File: config.mk
export PLATFORM = sky130hd
export DESIGN_NAME = vector_frame_reducer
export DESIGN_NICKNAME = d
export VERILOG_FILES = /design/src/rtl/vector_frame_reducer.sv
export SDC_FILE = /design/constraint.sdc
export NUM_CORES = 2
export LEC_CHECK = 0
export BUFFER_PORTS_ARGS = -buffer_cell sky130_fd_sc_hd__buf_2
export CORE_UTILIZATION = 55
export CTS_BUF_LIST = sky130_fd_sc_hd__clkbuf_4
export CTS_CLUSTER_SIZE = 25
export DETAILED_ROUTE_END_ITERATION = 7
export PLACE_DENSITY = 0.85
export SLEW_MARGIN = 10
export SYNTH_ARGS = -nofsm -noshare
export SYNTH_HDL_FRONTEND = slang
export SYNTH_HIERARCHICAL = 1
export SYNTH_SLANG_ARGS = --single-unit
File: constraint.sdc
create_clock -name clk -period 4.4 [get_ports clk]
set_input_delay 0.66 -clock clk [delete_from_list [all_inputs] [get_ports clk]]
set_output_delay 0.66 -clock clk [all_outputs]
set_load 0.02 [all_outputs]
File: src/rtl/vector_frame_reducer.sv
// Per-lane frame reducer: folds each frame's valid vectors with sum/max/min/last
// and emits one registered summary vector, count and overflow flag per frame.

module vfr_lane #(
  parameter int W = 32
) (
  input  logic [1:0]   op,
  input  logic [W-1:0] acc,
  input  logic [W-1:0] din,
  output logic [W-1:0] res,
  output logic         ovf
);
  logic [W-1:0] sum;
  assign sum = acc + din;

  always_comb begin
    res = din;
    ovf = 1'b0;
    case (op)
      2'd0: begin
        res = sum;
        // same-sign operands with a sign flip in the result
        ovf = (acc[W-1] == din[W-1]) && (sum[W-1] != acc[W-1]);
      end
      2'd1:    res = ($signed(acc) > $signed(din)) ? acc : din;
      2'd2:    res = ($signed(acc) < $signed(din)) ? acc : din;
      default: res = din;
    endcase
  end
endmodule

module vector_frame_reducer #(
  parameter int N           = 8,
  parameter int DATA_WIDTH  = 32,
  parameter int COUNT_WIDTH = 16
) (
  input  logic                   clk,
  input  logic                   reset,
  input  logic                   valid_in,
  input  logic                   eof_in,
  input  logic [1:0]             op_in,
  input  logic [DATA_WIDTH-1:0]  vector_in [N-1:0],
  output logic                   valid_out,
  output logic                   eof_out,
  output logic [DATA_WIDTH-1:0]  vector_out [N-1:0],
  output logic [COUNT_WIDTH-1:0] count_out,
  output logic                   overflow_out
);
  typedef enum logic {EMPTY, ACCUM} state_t;

  state_t                 state;
  logic [DATA_WIDTH-1:0]  acc  [N-1:0];
  logic [DATA_WIDTH-1:0]  comb [N-1:0];
  logic [N-1:0]           lane_ovf;
  logic [1:0]             op_q;
  logic [COUNT_WIDTH-1:0] cnt;
  logic [COUNT_WIDTH-1:0] cnt_inc;
  logic                   ovf;

  for (genvar g = 0; g < N; g++) begin : g_lane
    vfr_lane #(.W(DATA_WIDTH)) u_lane (
      .op  (op_q),
      .acc (acc[g]),
      .din (vector_in[g]),
      .res (comb[g]),
      .ovf (lane_ovf[g])
    );
  end

  assign cnt_inc = (cnt == {COUNT_WIDTH{1'b1}}) ? cnt : cnt + 1'b1;

  always_ff @(posedge clk) begin
    if (reset) begin
      state        <= EMPTY;
      op_q         <= 2'd0;
      cnt          <= '0;
      ovf          <= 1'b0;
      valid_out    <= 1'b0;
      eof_out      <= 1'b0;
      count_out    <= '0;
      overflow_out <= 1'b0;
      for (int i = 0; i < N; i++) begin
        acc[i]        <= '0;
        vector_out[i] <= '0;
      end
    end else begin
      valid_out <= 1'b0;
      eof_out   <= 1'b0;
      case (state)
        EMPTY: begin
          if (valid_in) begin
            if (eof_in) begin
              // single-vector frame bypasses the accumulator
              valid_out    <= 1'b1;
              eof_out      <= 1'b1;
              vector_out   <= vector_in;
              count_out    <= COUNT_WIDTH'(1);
              overflow_out <= 1'b0;
            end else begin
              acc   <= vector_in;
              op_q  <= op_in;
              cnt   <= COUNT_WIDTH'(1);
              ovf   <= 1'b0;
              state <= ACCUM;
            end
          end
        end
        default: begin
          if (valid_in) begin
            acc <= comb;
            cnt <= cnt_inc;
            ovf <= ovf | (|lane_ovf);
            if (eof_in) begin
              valid_out    <= 1'b1;
              eof_out      <= 1'b1;
              vector_out   <= comb;
              count_out    <= cnt_inc;
              overflow_out <= ovf | (|lane_ovf);
              state        <= EMPTY;
            end
          end
        end
      endcase
    end
  end
endmodule

; ---- Word-level counts from Yosys, hierarchy flattened
; Cells that the tools add are included.
[classes]
reduce_logical = 14
mux = 65
order_cmp = 16
addsub = 9
eq_ne = 20
bitwise_logic = 4
[op_table]
columns = cell, count
row1 = $mux W256, 9
row2 = $pmux W32 S3, 8
row3 = $mux W32, 16
row4 = $add A32 B32 Y32, 8
row5 = $gt A32 B32 Y1, 8
row6 = $lt A32 B32 Y1, 8
row7 = $mux W16, 10
row8 = $mux W1, 22
row9 = $add A16 B1 Y16 const B, 1
row10 = $eq A16 B16 Y1 const B, 1
row11 = $eq A1 B1 Y1, 8
row12 = $logic_and A1 B1 Y1, 8
row13 = $ne A1 B1 Y1, 8
row14 = $reduce_or A8 Y1, 1
row15 = $reduce_and A2 Y1, 2
row16 = $not A1 Y1, 3
row17 = $reduce_and A3 Y1, 1
row18 = $eq A2 B1 Y1 const B, 1
row19 = $eq A2 B2 Y1 const B, 1
row20 = $logic_not A2 Y1, 1
row21 = $ne A2 B1 Y1 const B, 1
row22 = $reduce_or A2 Y1, 1
row23 = $or A1 B1 Y1, 1
[totals]
word_cells = 151
output_inout_bits = 275
input_bits = 262
ff_bits = 550

; ---- Longest topological paths before layout
[depth]
word_depth = 9
mapped_depth = 16
depth_no_buf = 15

; ---- Cells and area by module
; The synthesis kept the hierarchy.
[by_module_without_submodules]
columns = mod, n_inst, cells_each, area_per_inst_um2
row1 = vector_frame_reducer, 1, 2203, 20718.6
row2 = vfr_lane at g_lane[4].u_lane ..., 3, 558, 3742.3
row3 = vfr_lane at g_lane[1].u_lane ..., 3, 557, 3717.3
row4 = vfr_lane at g_lane[7].u_lane, 1, 558, 3823.7
row5 = vfr_lane at g_lane[0].u_lane, 1, 506, 3474.6

; ---- Least setup slack after synthesis
; No wires, ideal clock.
[synth_path]
path_kind = input port to flip-flop
from = input port vector_in[224] (netlist bit)
to = register acc[250] (netlist bit)
arrival_ps = 3576
slack_ps = 739
required_time_ps = 4314
stages = 13
path_cell_list = ha_1 -> fa_1 -> nand2b_1 -> a221oi_2 -> o211a_1 -> o41a_1 -> a221o_2 -> o2111ai_4 -> a21boi_1 -> or4b_1 -> o211ai_1 -> mux2i_1 -> a211oi_1
[synth_rtl]
columns = item, line
row1 = start: declaration, 42  ; input logic [DATA_WIDTH-1:0] vector_in [N-1:0],
row2 = end signal: assignment, 100  ; acc <= vector_in;
row3 = end signal: assignment, 110  ; acc <= comb;
row4 = end: declaration, 52  ; logic [DATA_WIDTH-1:0] acc [N-1:0];

==> impl_metrics.ini <==
[timing]
fin_ws_ns = 0.4974
rsz0062_at_grt = no
slew_headroom_pct = 29.73
period_share_pct = 88.69
final_max_slew_viol_count = 0
timing.setup.tns_ns = 0
worst_slew_pin_slew_ns = 1.054
fin_skew_ns = 0.06789
setup_violations = 0
fin_crit_ns = 3.903
hold_violations = 0
fmax_mhz = 256.2

[die]
pin_count = 537
die_width_um = 304.7
fp.dieH_um = 304.7
initial_utilization_pct = 55.73
rows = 110
dieArea_mm2 = 0.09284
core_mm2 = 0.09042

[pwr]
power.leakage_uw = 0.02550
vdd.ir_drop.worst_v = 0.0002525
powerDensity_mw_per_mm2 = 312.2

[global_routing]
grtUsageMet2_pct = 56.51
busiest_layer = met2
first_global_vias = 51320
met1_usage_pct = 43.41
antenna_found_initial = 29
grt_usage_pct = 35.28
gr-total-overflow = 0
grt_pass1_wl_um = 270200
gr-usage-met3_pct = 7.538
grt_start_max_net_pins = 152

[job]
maxCapViolCount = 0

[place]
hpwl_um = 118600
gp_congestion = 1.034
place_ws_ns = 0.09268
port_buffers = 536

[worst_setup_path]
cp-end-kind = flip-flop
cp-start-kind = flip-flop
path_class = flip-flop to flip-flop
crit_arrival_ns = 4.90
r2r_slack_ns = 0.50
r2r_start = acc[171]
crit_fanout = 13
reg2regPathDepth = 13
r2r_end = acc[181]
required_ns = 5.40

[route]
viasPerCell = 6.242
final_antenna_net_count = 0
vias = 53530
wire_per_inst_um = 19.96
drtPass1Iterations = 6
drt_iter0_drc = 5062
drc = 0
wirelength_um = 171200

[clock_tree]
insertion_delay_ns = 1.13
clk_path_buf_depth = 3
clk_pin_slew_worst_paths_ns = 0.07
cts_resized = 0
cts_tree = built
numCtsBuffers = 154
cts_setup_buffers = 0
cts_root_buf = clkbuf_4
ctsHoldBuffers = 258
clkSinkCount = 550
htreeDepth = 4

[layout]
areaGrowthSynthToFinish_pct = 15.60
drive_above_1_share_pct = 14.75
nets = 8037
fillCellCount = 7545

[yosys]
synth_warnings = 6
ys_ff_latch = 550
synth_cells = 6612
syn-mean-instance-area_um2 = 7.622
synth_edf_count = 0
synth_flop_cell = dfxtp_1
netlist_top_cells_count = nor2_1, nand2_1, dfxtp_1, ha_1, inv_1
ys_async_sr_fraction_pct = 0
seq_area_frac_synth_pct = 21.85
synth_top_area_share_pct = 21.85
yosysTopAreaCell = dfxtp_1
synth_nets = 7387
ys_top_cells_by_area = dfxtp_1, ha_1, mux2i_1
syn_area_mm2 = 0.05040
yosysMostFrequentCell = nor2_1
synth_cell_types = 124

[run_status]
status = finished, final reports clean

[hold_path]
worst_hold_path.num_cells = 3
hold_end = vector_out[37]
hold_start = vector_in[37]
hp-class = input pin to flip-flop
-- layout make-up --
cell class,count,area [um^2],area share [%]
clock inverters,58,426.7,0.7324
flip-flops and latches,550,11020,18.92
repair buffers,934,6501,11.16
inverters,490,1839,3.157
clock buffers,204,1531,2.629
multi-input cells,5132,35390,60.74
well taps,1176,1471,2.526
diodes,32,80.08,0.1375
-- per-layer routing --
metal  up-vias  routed length [um]
met2      2641               76700
met3       666               15160
li1      25150                   -
met4        16                9804
met5         -                 122
met1     25060               69380
-- layout by cell type, fill, tap and decap left out, drive strengths merged, types with 19 or more instances in the layout --
master	instances
nor2b	46
o21a	42
or2	19
mux2	24
a22oi	45
o221ai	21
or3	54
nor4	62
xor2	45
nand4	48
a31oi	94
a21boi	25
nand3	115
o21bai	57
nor2	691
o21ai	525
nand2b	69
a211oi	298
a21oi	448
clkbuf	204
o211ai	104
o31ai	79
nand2	602
nor3	109
xnor2	176
clkinv	47
diode	32
a21o	26
dfxtp	550
buf	676
o22ai	80
dlygate4sd3	258
ha	505
a221oi	36
inv	493
mux2i	362
a22o	31
-- sequential cells by signal (all words and copies together) (netlist names), named ones only --
register      count
acc             256
cnt              16
count_out        16
eof_out           1
op_q              2
overflow_out      1
ovf               1
vector_out      256
-- critical path, cell delays in order (launching register included) --
cell	delay, ns
dfxtp_1	0.43
ha_1	0.34
a21oi_1	0.18
a21oi_1	0.10
nor3_2	0.21
a31oi_2	0.15
nor4_4	0.48
mux2_4	0.45
nand2b_1	0.41
o22ai_1	0.19
o22a_1	0.23
o22ai_1	0.15
mux2i_1	0.14
a211oi_1	0.32
-- cell families (layout without fill, tap and decap cells) --
logic type	after synthesis	in the layout	synth area share, %
XOR/XNOR	221	221	3.967
AND/OR/NAND/NOR	1909	1909	17.81
buffers and inverters	930	1686	7.980
adder cells (fa/ha/maj)	513	513	12.86
flip-flops	550	550	21.85
multiplexers	386	386	7.778
AO/OA/AOI/OAI	2103	2103	27.76
other	0	32	0
-- worst max path at each step --
stage	from	endpoint	slack (ns)	depth (start not counted)
2_1_floorplan	vector_in[224]	acc[250]	0.74	13
3_3_place_gp	vector_in[234]	ovf	0.25	17
3_5_place_dp	vector_in[234]	ovf	0.09	17
4_1_cts	acc[234]	ovf	0.56	15
5_1_grt	acc[234]	ovf	0.20	15
6_report	acc[171]	acc[181]	0.50	13
-- stage by stage --
step / instances / util, % / total power, uW / instance area (um^2) / hold WS, ns
after floorplan: 6612 / - / 11010 / 50400 / 0.4811
after global placement: 8024 / 59.32 / 12650 / 53640 / 0.4292
after detailed placement: 8024 / 59.32 / 12840 / 53640 / 0.4366
after CTS: 8544 / 64.34 / 18040 / 58180 / 0.0002334
after global routing: 8563 / 64.39 / 19200 / 58220 / 0.02971
final: 8576 / 64.43 / 18190 / 58260 / 0.07510
-- where the power goes --
part / switching, uW / internal [uW] / total, uW
combinational: 4460 / 2960 / 7420
sequential: 426 / 5340 / 5770
clock: 2430 / 2570 / 4990
(Power assumes the default switching activity.)
